## src/rtl/neuron_mac_arb.sv

```systemverilog
// neuron_mac_arb: round-robin arbiter sharing one neuron MAC among NUM_REQ requesters, one operation in flight.
module neuron_mac_arb #(
  parameter int NUM_REQ    = 4,
  parameter int NUM_INPUTS = 8,
  parameter int X_W        = 8,
  parameter int W_W        = 8,
  parameter int B_W        = 32,
  parameter int OUT_W      = 16,
  localparam int ID_W      = NUM_REQ > 1 ? $clog2(NUM_REQ) : 1
) (
  input  logic                               clk,
  input  logic                               rst,
  input  logic [NUM_REQ-1:0]                 req_valid,
  output logic [NUM_REQ-1:0]                 req_ready,
  input  logic [NUM_REQ*B_W-1:0]             req_bias,
  input  logic [NUM_REQ*NUM_INPUTS*X_W-1:0]  req_x,
  input  logic [NUM_REQ*NUM_INPUTS*W_W-1:0]  req_w,
  input  logic [NUM_REQ*2-1:0]               req_act,
  input  logic [NUM_REQ*NUM_INPUTS-1:0]      req_mask,
  output logic                               mac_in_valid,
  input  logic                               mac_in_ready,
  output logic [B_W-1:0]                     mac_bias,
  output logic [NUM_INPUTS*X_W-1:0]          mac_x,
  output logic [NUM_INPUTS*W_W-1:0]          mac_w,
  output logic [1:0]                         mac_act,
  output logic [NUM_INPUTS-1:0]              mac_mask,
  input  logic                               mac_out_valid,
  output logic                               mac_out_ready,
  input  logic signed [OUT_W-1:0]            mac_out_data,
  output logic [NUM_REQ-1:0]                 rsp_valid,
  input  logic [NUM_REQ-1:0]                 rsp_ready,
  output logic signed [OUT_W-1:0]            rsp_data,
  output logic [ID_W-1:0]                    grant_id,
  output logic                               busy,
  output logic [15:0]                        op_count
);
  typedef enum logic [1:0] {IDLE, ISSUE, WAIT, RESP} state_t;
  state_t state;
  logic [ID_W-1:0] last_grant, winner;
  logic any;
  // Scan from farthest to nearest so the nearest valid requester after last_grant wins.
  always_comb begin
    winner = last_grant;
    any = 1'b0;
    for (int k = NUM_REQ; k >= 1; k--) begin
      if (req_valid[(int'(last_grant) + k) % NUM_REQ]) begin
        winner = ID_W'((int'(last_grant) + k) % NUM_REQ);
        any = 1'b1;
      end
    end
  end
  assign req_ready     = (state == IDLE && any && !rst) ? NUM_REQ'(1) << winner : '0;
  assign mac_in_valid  = state == ISSUE;
  assign mac_out_ready = state == WAIT;
  assign rsp_valid     = state == RESP ? NUM_REQ'(1) << grant_id : '0;
  assign busy          = state != IDLE;
  always_ff @(posedge clk) begin
    if (rst) begin
      state      <= IDLE;
      last_grant <= ID_W'(NUM_REQ - 1);
      grant_id   <= '0;
      mac_bias   <= '0;
      mac_x      <= '0;
      mac_w      <= '0;
      mac_act    <= '0;
      mac_mask   <= '0;
      rsp_data   <= '0;
      op_count   <= '0;
    end else begin
      case (state)
        IDLE: if (any) begin
          mac_bias   <= req_bias[winner*B_W +: B_W];
          mac_x      <= req_x[winner*NUM_INPUTS*X_W +: NUM_INPUTS*X_W];
          mac_w      <= req_w[winner*NUM_INPUTS*W_W +: NUM_INPUTS*W_W];
          mac_act    <= req_act[winner*2 +: 2];
          mac_mask   <= req_mask[winner*NUM_INPUTS +: NUM_INPUTS];
          grant_id   <= winner;
          last_grant <= winner;
          state      <= ISSUE;
        end
        ISSUE: if (mac_in_ready) state <= WAIT;
        WAIT: if (mac_out_valid) begin
          rsp_data <= mac_out_data;
          state    <= RESP;
        end
        default: if (rsp_ready[grant_id]) begin
          op_count <= op_count + 16'd1;
          state    <= IDLE;
        end
      endcase
    end
  end
endmodule

```

## config.mk

```make
export PLATFORM = sky130hd
export DESIGN_NAME = neuron_mac_arb
export DESIGN_NICKNAME = d
export VERILOG_FILES = /design/src/rtl/neuron_mac_arb.sv
export SDC_FILE = /design/constraint.sdc
export NUM_CORES = 1
export LEC_CHECK = 0
export ABC_CLOCK_PERIOD_IN_PS = 1900
export CAP_MARGIN = 0
export CORE_AREA = 8 8 352 354
export DETAILED_ROUTE_END_ITERATION = 8
export DIE_AREA = 0 0 360 362
export PLACE_DENSITY_LB_ADDON = 0.3
export SKIP_LAST_GASP = 1
export SYNTH_ARGS = -nofsm -noshare
export SYNTH_HDL_FRONTEND = slang
export SYNTH_SLANG_ARGS = --single-unit
```

## constraint.sdc

```tcl
create_clock -name clk -period 1.9 [get_ports clk]
set_clock_uncertainty 0.05 [all_clocks]
set_input_delay 0.38 -clock clk [delete_from_list [all_inputs] [get_ports clk]]
set_output_delay 0.38 -clock clk [all_outputs]
set_load 0.02 [all_outputs]
```

==> results of run 1 <==
==> registers in the layout (all words and copies together) (netlist names) <==
register,flops
mac_mask,8
mac_x,64
mac_w,64
mac_bias,32
op_count,16
state,2
grant_id,2
last_grant,2
mac_act,2
rsp_data,16
==> critical path: cells and delay by family <==
kind	cells	cell delay, ns
AOI/OAI and AO/OA	2	0.44
and+or+nand+nor	1	0.19
buffers and inverters	3	0.93
==> cells in the final DEF (no fill, tap or decap), types with 28 or more instances in the layout <==
cell	Yosys	layout
a221oi_1	43	38
a22oi_1	127	126
a31oi_1	127	126
buf_12	0	56
buf_4	6	161
buf_6	25	45
clkbuf_16	0	40
clkdlybuf4s50_1	0	847
dfxtp_1	208	202
inv_1	133	130
mux2i_1	172	107
mux2i_2	0	28
mux2i_4	0	37
nand2_1	172	171
nor2_1	271	232
nor2_2	13	35
nor3b_1	131	127
o21ai_0	93	90
o21ai_1	163	162
==> report_power, final <==
group	switching, mW	internal [mW]
Combinational	16.8	15.8
Clock	2.51	3.53
Sequential	1.33	6.10
==> cell families after synthesis <==
| logic type | share of synthesized area |
|---|---|
| compound gates | 0.282 |
| buf+inv | 0.0980 |
| simple gates | 0.214 |
| flops | 0.277 |
| mux | 0.116 |
| xor+xnor | 0.00872 |
| fa+ha+maj | 0.00499 |
==> cells in the mapped netlist, types with 6 or more instances <==
cell type  count
nor2_2        13
buf_6         25
clkbuf_1      95
buf_4          6
nand3_1        7
nor2_1       271
mux2i_1      172
a21oi_1       20
nand2_1      172
xor2_1        13
a31oi_1      127
inv_1        133
buf_1          7
nor3b_1      131
o22ai_1       44
dfxtp_1      208
ha_1           6
o21ai_0       93
a22oi_1      127
a221oi_1      43
or2_2         43
o21ai_1      163
buf_2         52
o21bai_1      45
==> what timing repair did <==
| action | 4_1_cts | 5_1_grt |
|---|---|---|
| gates resized for setup | 348 | 245 |
| setup buffers | 47 | 25 |
| endpoints found under the setup margin | 384 | 361 |
| pin swaps | 30 | 50 |
| gates cloned | 15 | 10 |
| hold buffers | 0 | 0 |
==> layer usage <==
metal	GRT usage	vias up
met5	0	-
met4	0.0296	10
met3	0.0504	107
met2	0.272	833
met1	0.187	9483
li1	-	9542
==> stage by stage <==
stage          TNS [ns]  total power, mW  setup slack [ns]  hold WS [ns]
2_1_floorplan    -0.105             21.0           -0.0717         0.466
3_3_place_gp    -151.16             32.7             -1.11         0.392
3_5_place_dp    -148.10             32.8             -1.04         0.399
4_1_cts          -75.84             43.7            -0.500         0.144
5_1_grt          -90.78             49.0            -0.547         0.183
6_report         -65.10             46.1            -0.476         0.224
==> final cells by class <==
| cell class | count | area (sq um) |
|---|---|---|
| inverter | 133 | 499 |
| tap | 1548 | 1940 |
| clock inverter | 7 | 100 |
| multi-input combinational | 1533 | 11000 |
| antenna | 12 | 30.0 |
| fill | 12800 | 87100 |
| sequential | 208 | 4180 |
| timing repair buffer | 1211 | 13000 |
| clock buffer | 48 | 910 |
==> worst paths after layout <==
kind,startpoint,endpoint,slack [ns],cells past startpoint
setup / recovery,req_valid[0],req_ready[0],-0.48,6
hold / removal,rst,rsp_data[10]$_SDFFE_PP0P_,0.22,3
setup reg to reg,last_grant[0]$_SDFFE_PP1P_,mac_bias[5]$_SDFFE_PP0P_,-0.36,13
hold reg to reg,rsp_data[10]$_SDFFE_PP0P_,rsp_data[10]$_SDFFE_PP0P_,0.40,2
==> impl_metrics.tcl, run 1 <==
set metrics [dict create \
    max_slew_margin 0.614 \
    path_cells "clkdlybuf4s50_1 > buf_4 > and2_1 > a32oi_4 > a211oi_4 > buf_6" \
    yosys_warnings 0 \
    cts-root-buf "clkbuf_16" \
    ys_ff_latch 208 \
    wl_met3_mm 9.18 \
    layout.nets 3832 \
    cts_tree "done" \
    grt_pass1_vias 19800 \
    drc_errors 0 \
    maxCapViolations 0 \
    place_hpwl_mm 83.2 \
    clk_latency_ns 0.62 \
    cts.clk_slew.worst_paths_ns 0.06 \
    cp_data_required_time_ns 1.47 \
    finalHoldViolCount 0 \
    gp_congestion 0.850 \
    die_w_um 360 \
    rsz0062_at_grt "yes" \
    fin_util 0.266 \
    cpPeakStageDelay_ns 0.53 \
    die_y_um 362 \
    drive_gt1_frac 0.200 \
    yosysUniqueCellTypes 51 \
    fmax_ghz 0.421 \
    synth_seq_area_share 0.277 \
    cts_buffers 31 \
    final_area_sq_um 31600 \
    synth_top_area_share 0.277 \
    yosys-top-cells-area "dfxtp_1 (28%), mux2i_1 (11%), nor2_1 (6.8%)" \
    place_area_sq_um 27300 \
    dieArea_sq_um 130000 \
    end_kind "primary output" \
    min_path_type "in2reg" \
    grt_max_degree 64 \
    vdd_drop_max_uv 731 \
    power_leakage_nw 12.2 \
    critPathLaunchType "input pin" \
    drtIter0Drc 1320 \
    fin_crit_sh 1.25 \
    fin_cells 4700 \
    violations "negative setup slack" \
    async_flop_share 0 \
    syn-num-nets 2774 \
    cp_max_fo 9 \
    avgRoutedWirePerCell_um 23.5 \
    grt.total_usage 0.156 \
    io_pins 923 \
    wirelength_met1_mm 45.1 \
    timing.final.ws_setup_ns -0.476 \
    tightest_slew_ns 0.577 \
    cts-htree-levels 1 \
    synth_edf_count 0 \
    syn_inst 2060 \
    area_growth_pct 110 \
    ys.flop_type "dfxtp_1" \
    vias_per_cell 4.25 \
    clock_path_buffers 3 \
    powerDensity_nw_per_um2 1460 \
    synth_area_per_cell_sq_um 7.31 \
    portBuffers 922 \
    coreArea_sq_um 119000 \
    synth_top_cell_by_area "dfxtp_1" \
    vias 20000 \
    ant_nets 0 \
    dp.cells 4545 \
    critPathArrivalTime_ns 1.95 \
    final_max_slew_viol_count 0 \
    firstDrtPassIters 6 \
    cp_slowest_cell "clkdlybuf4s50_1" \
    syn-cell-area_sq_um 15100 \
    antenna_found_initial 29 \
    wl_met2_mm 53.8 \
    worstSetupPathType "in2out" \
    grt_overflow_total 0 \
    start_util 0.127 \
    setup-violations-final 337 \
    topRoutingLayerUsed "met5" \
    routed_wirelength_mm 110 \
    clock_sinks 208 \
    rows 127 \
    grt_first_pass_wirelength_mm 149 \
    status "finished with violations" \
    post-route-min-period_ns 2.38 \
]
Power figures use the tool's default switching activity.
==> inputs of run 2 (changes only) <==
--- a/config.mk
+++ b/config.mk
@@ -8,8 +8,10 @@
 export ABC_CLOCK_PERIOD_IN_PS = 1900
 export CAP_MARGIN = 0
 export CORE_AREA = 8 8 352 354
+export CTS_BUF_LIST = sky130_fd_sc_hd__clkbuf_2 sky130_fd_sc_hd__clkbuf_4 sky130_fd_sc_hd__clkbuf_8
 export DETAILED_ROUTE_END_ITERATION = 8
 export DIE_AREA = 0 0 360 362
+export HOLD_SLACK_MARGIN = 0.02
 export PLACE_DENSITY_LB_ADDON = 0.3
 export SKIP_LAST_GASP = 1
 export SYNTH_ARGS = -nofsm -noshare
==> run 2 against run 1 <==
Via count increased by 1.5%; critical path depth did not move; power grew 0.88%; the flow still finishes with violations (negative setup slack); wire length up 5.8%; combinational power increased by 3%; largest cell class unchanged; critical endpoint unchanged; non-clock buffer count grew 7; register-to-register slack got worse by 0.08 ns; final cell count grew 0.70%; largest power group unchanged; highest routed layer unchanged; clock power fell by 5.5%; hold slack worse by 0.063 ns.
==> impl_metrics.tcl, run 2 (synthesis results as in run 1) <==
set metrics [dict create \
    status "finished with violations" \
    tightest_slew_ns 0.524 \
    timing.final.ws_setup_ns -0.479 \
    fin_crit_sh 1.25 \
    grt.total_usage 0.158 \
    start_util 0.127 \
    place_hpwl_mm 83.2 \
    vias_per_cell 4.28 \
    min_path_type "in2reg" \
    drtIter0Drc 1250 \
    drive_gt1_frac 0.236 \
    cts_tree "done" \
    powerDensity_nw_per_um2 1440 \
    io_pins 923 \
    die_w_um 360 \
    dieArea_sq_um 130000 \
    power_leakage_nw 14.4 \
    post-route-min-period_ns 2.38 \
    cts.clk_slew.worst_paths_ns 0.06 \
    cts_buffers 48 \
    finalHoldViolCount 0 \
    reg2reg_slack_ns -0.44 \
    grt_pass1_vias 20000 \
    critPathArrivalTime_ns 1.95 \
    p_total_mw 46.5 \
    cts_hold_buf 0 \
    grt_overflow_total 0 \
    drc_errors 0 \
    cts-htree-levels 2 \
    coreArea_sq_um 119000 \
    clock_sinks 208 \
    cp_max_fo 7 \
    routed_wirelength_mm 117 \
    fmax_ghz 0.420 \
    hold_path.startpoint "rst" \
    vias 20300 \
    rows 127 \
    maxCapViolations 0 \
    firstDrtPassIters 7 \
    critPathLaunchType "register" \
    cts-root-buf "clkbuf_8" \
    rsz0062_at_grt "yes" \
    vdd_drop_max_uv 775 \
    clk_latency_ns 0.67 \
    biggestRegsByFlops "mac_w x64, mac_x x64, mac_bias x32" \
    grt_first_pass_wirelength_mm 151 \
    violations "negative setup slack" \
    portBuffers 922 \
    gp_congestion 0.850 \
    worstSetupPathType "reg2out" \
    clock_path_buffers 3 \
    max_slew_margin 0.650 \
    final_common_cell "clkdlybuf4s50_1" \
    final_max_slew_viol_count 0 \
    ant_nets 0 \
    worstSetupStartpoint "state[1]$_SDFFE_PP0P_" \
    setup-violations-final 186 \
    fin_cells 4733 \
    grt_max_degree 70 \
    layout_common_cells "clkdlybuf4s50_1 (704), nor2_1 (265), dfxtp_1 (198)" \
    area_growth_pct 115 \
    avgRoutedWirePerCell_um 24.7 \
    layout.nets 3859 \
    die_y_um 362 \
    regToRegStartpoint "last_grant[0]$_SDFFE_PP1P_" \
    dp.cells 4545 \
    end_kind "primary output" \
    cp_data_required_time_ns 1.47 \
    antenna_found_initial 27 \
]
-- run 2: cell types whose count changed in the layout (fill, tap and decap cells not counted), sizes merged, moves of 3 or more --
cell / delta
buf: +31
clkdlybuf4s50: -143
dlygate4sd2: -19
nand2: +3
clkdlybuf4s15: -21
clkbuf: +29
bufbuf: -4
dlymetal6s2s: +151
-- run 2: worst paths after layout --
path,to,cells past startpoint
max,req_ready[0],6
min,rsp_data[3]$_SDFFE_PP0P_,3
max reg2reg,mac_bias[21]$_SDFFE_PP0P_,12
min reg2reg,rsp_data[10]$_SDFFE_PP0P_,2
-- run 2: report_power, final --
part           leakage [nW]  switching (mW)  internal (mW)
combinational          12.2            17.7           15.9
clock                 0.507            2.60           3.11
sequential             1.73            1.07           6.11
-- run 2: routing by layer --
metal	global-route usage	part of all wire
met2	0.275	0.49
met4	0.0318	0.027
met5	0	0.00066
met1	0.186	0.40
met3	0.0584	0.081
-- run 2: worst max-delay path, stage by stage, from the launching register on --
cell and delay (ns):
dfxtp_2 0.32, inv_2 0.07, ha_4 0.15, o41ai_4 0.09, buf_12 0.15, a211oi_4 0.31
buf_6 0.18
-- run 2: area by class of cell --
| type | instances | area (sq um) |
|---|---|---|
| multi-input combinational | 1536 | 11200 |
| sequential | 208 | 4180 |
| antenna | 13 | 32.5 |
| inverter | 133 | 502 |
| clock inverter | 12 | 125 |
| tap | 1548 | 1940 |
| clock buffer | 65 | 838 |
| fill | 12700 | 86300 |
| timing repair buffer | 1218 | 13500 |
-- run 2: repair_timing --
item | 4_1_cts | 5_1_grt
cloned | 21 | 24
buffers inserted | 33 | 36
pin swaps | 16 | 171
endpoints found under the setup margin | 384 | 355
resized for setup | 341 | 540
-- run 2: per-stage QoR --
step           setup WS (ns)  TNS, ns  utilization  hold slack, ns  instance area, sq um
6_report              -0.479   -53.09        0.273           0.162                 32400
5_1_grt               -0.601   -64.23        0.273          0.0764                 32400
4_1_cts               -0.595  -102.00        0.248          0.0391                 29400
3_5_place_dp           -1.04  -148.10        0.230           0.399                 27300
3_3_place_gp           -1.11  -151.16        0.230           0.392                 27300
2_1_floorplan        -0.0717   -0.105            -           0.466                 15200
==> inputs of run 3 (changes only) <==
--- a/config.mk
+++ b/config.mk
@@ -11,6 +11,7 @@
 export CTS_BUF_LIST = sky130_fd_sc_hd__clkbuf_2 sky130_fd_sc_hd__clkbuf_4 sky130_fd_sc_hd__clkbuf_8
 export DETAILED_ROUTE_END_ITERATION = 8
 export DIE_AREA = 0 0 360 362
+export GPL_ROUTABILITY_DRIVEN = 0
 export HOLD_SLACK_MARGIN = 0.02
 export PLACE_DENSITY_LB_ADDON = 0.3
 export SKIP_LAST_GASP = 1
==> results of run 3 <==
Final layout, timing and power as in run 2 (identical DEF).
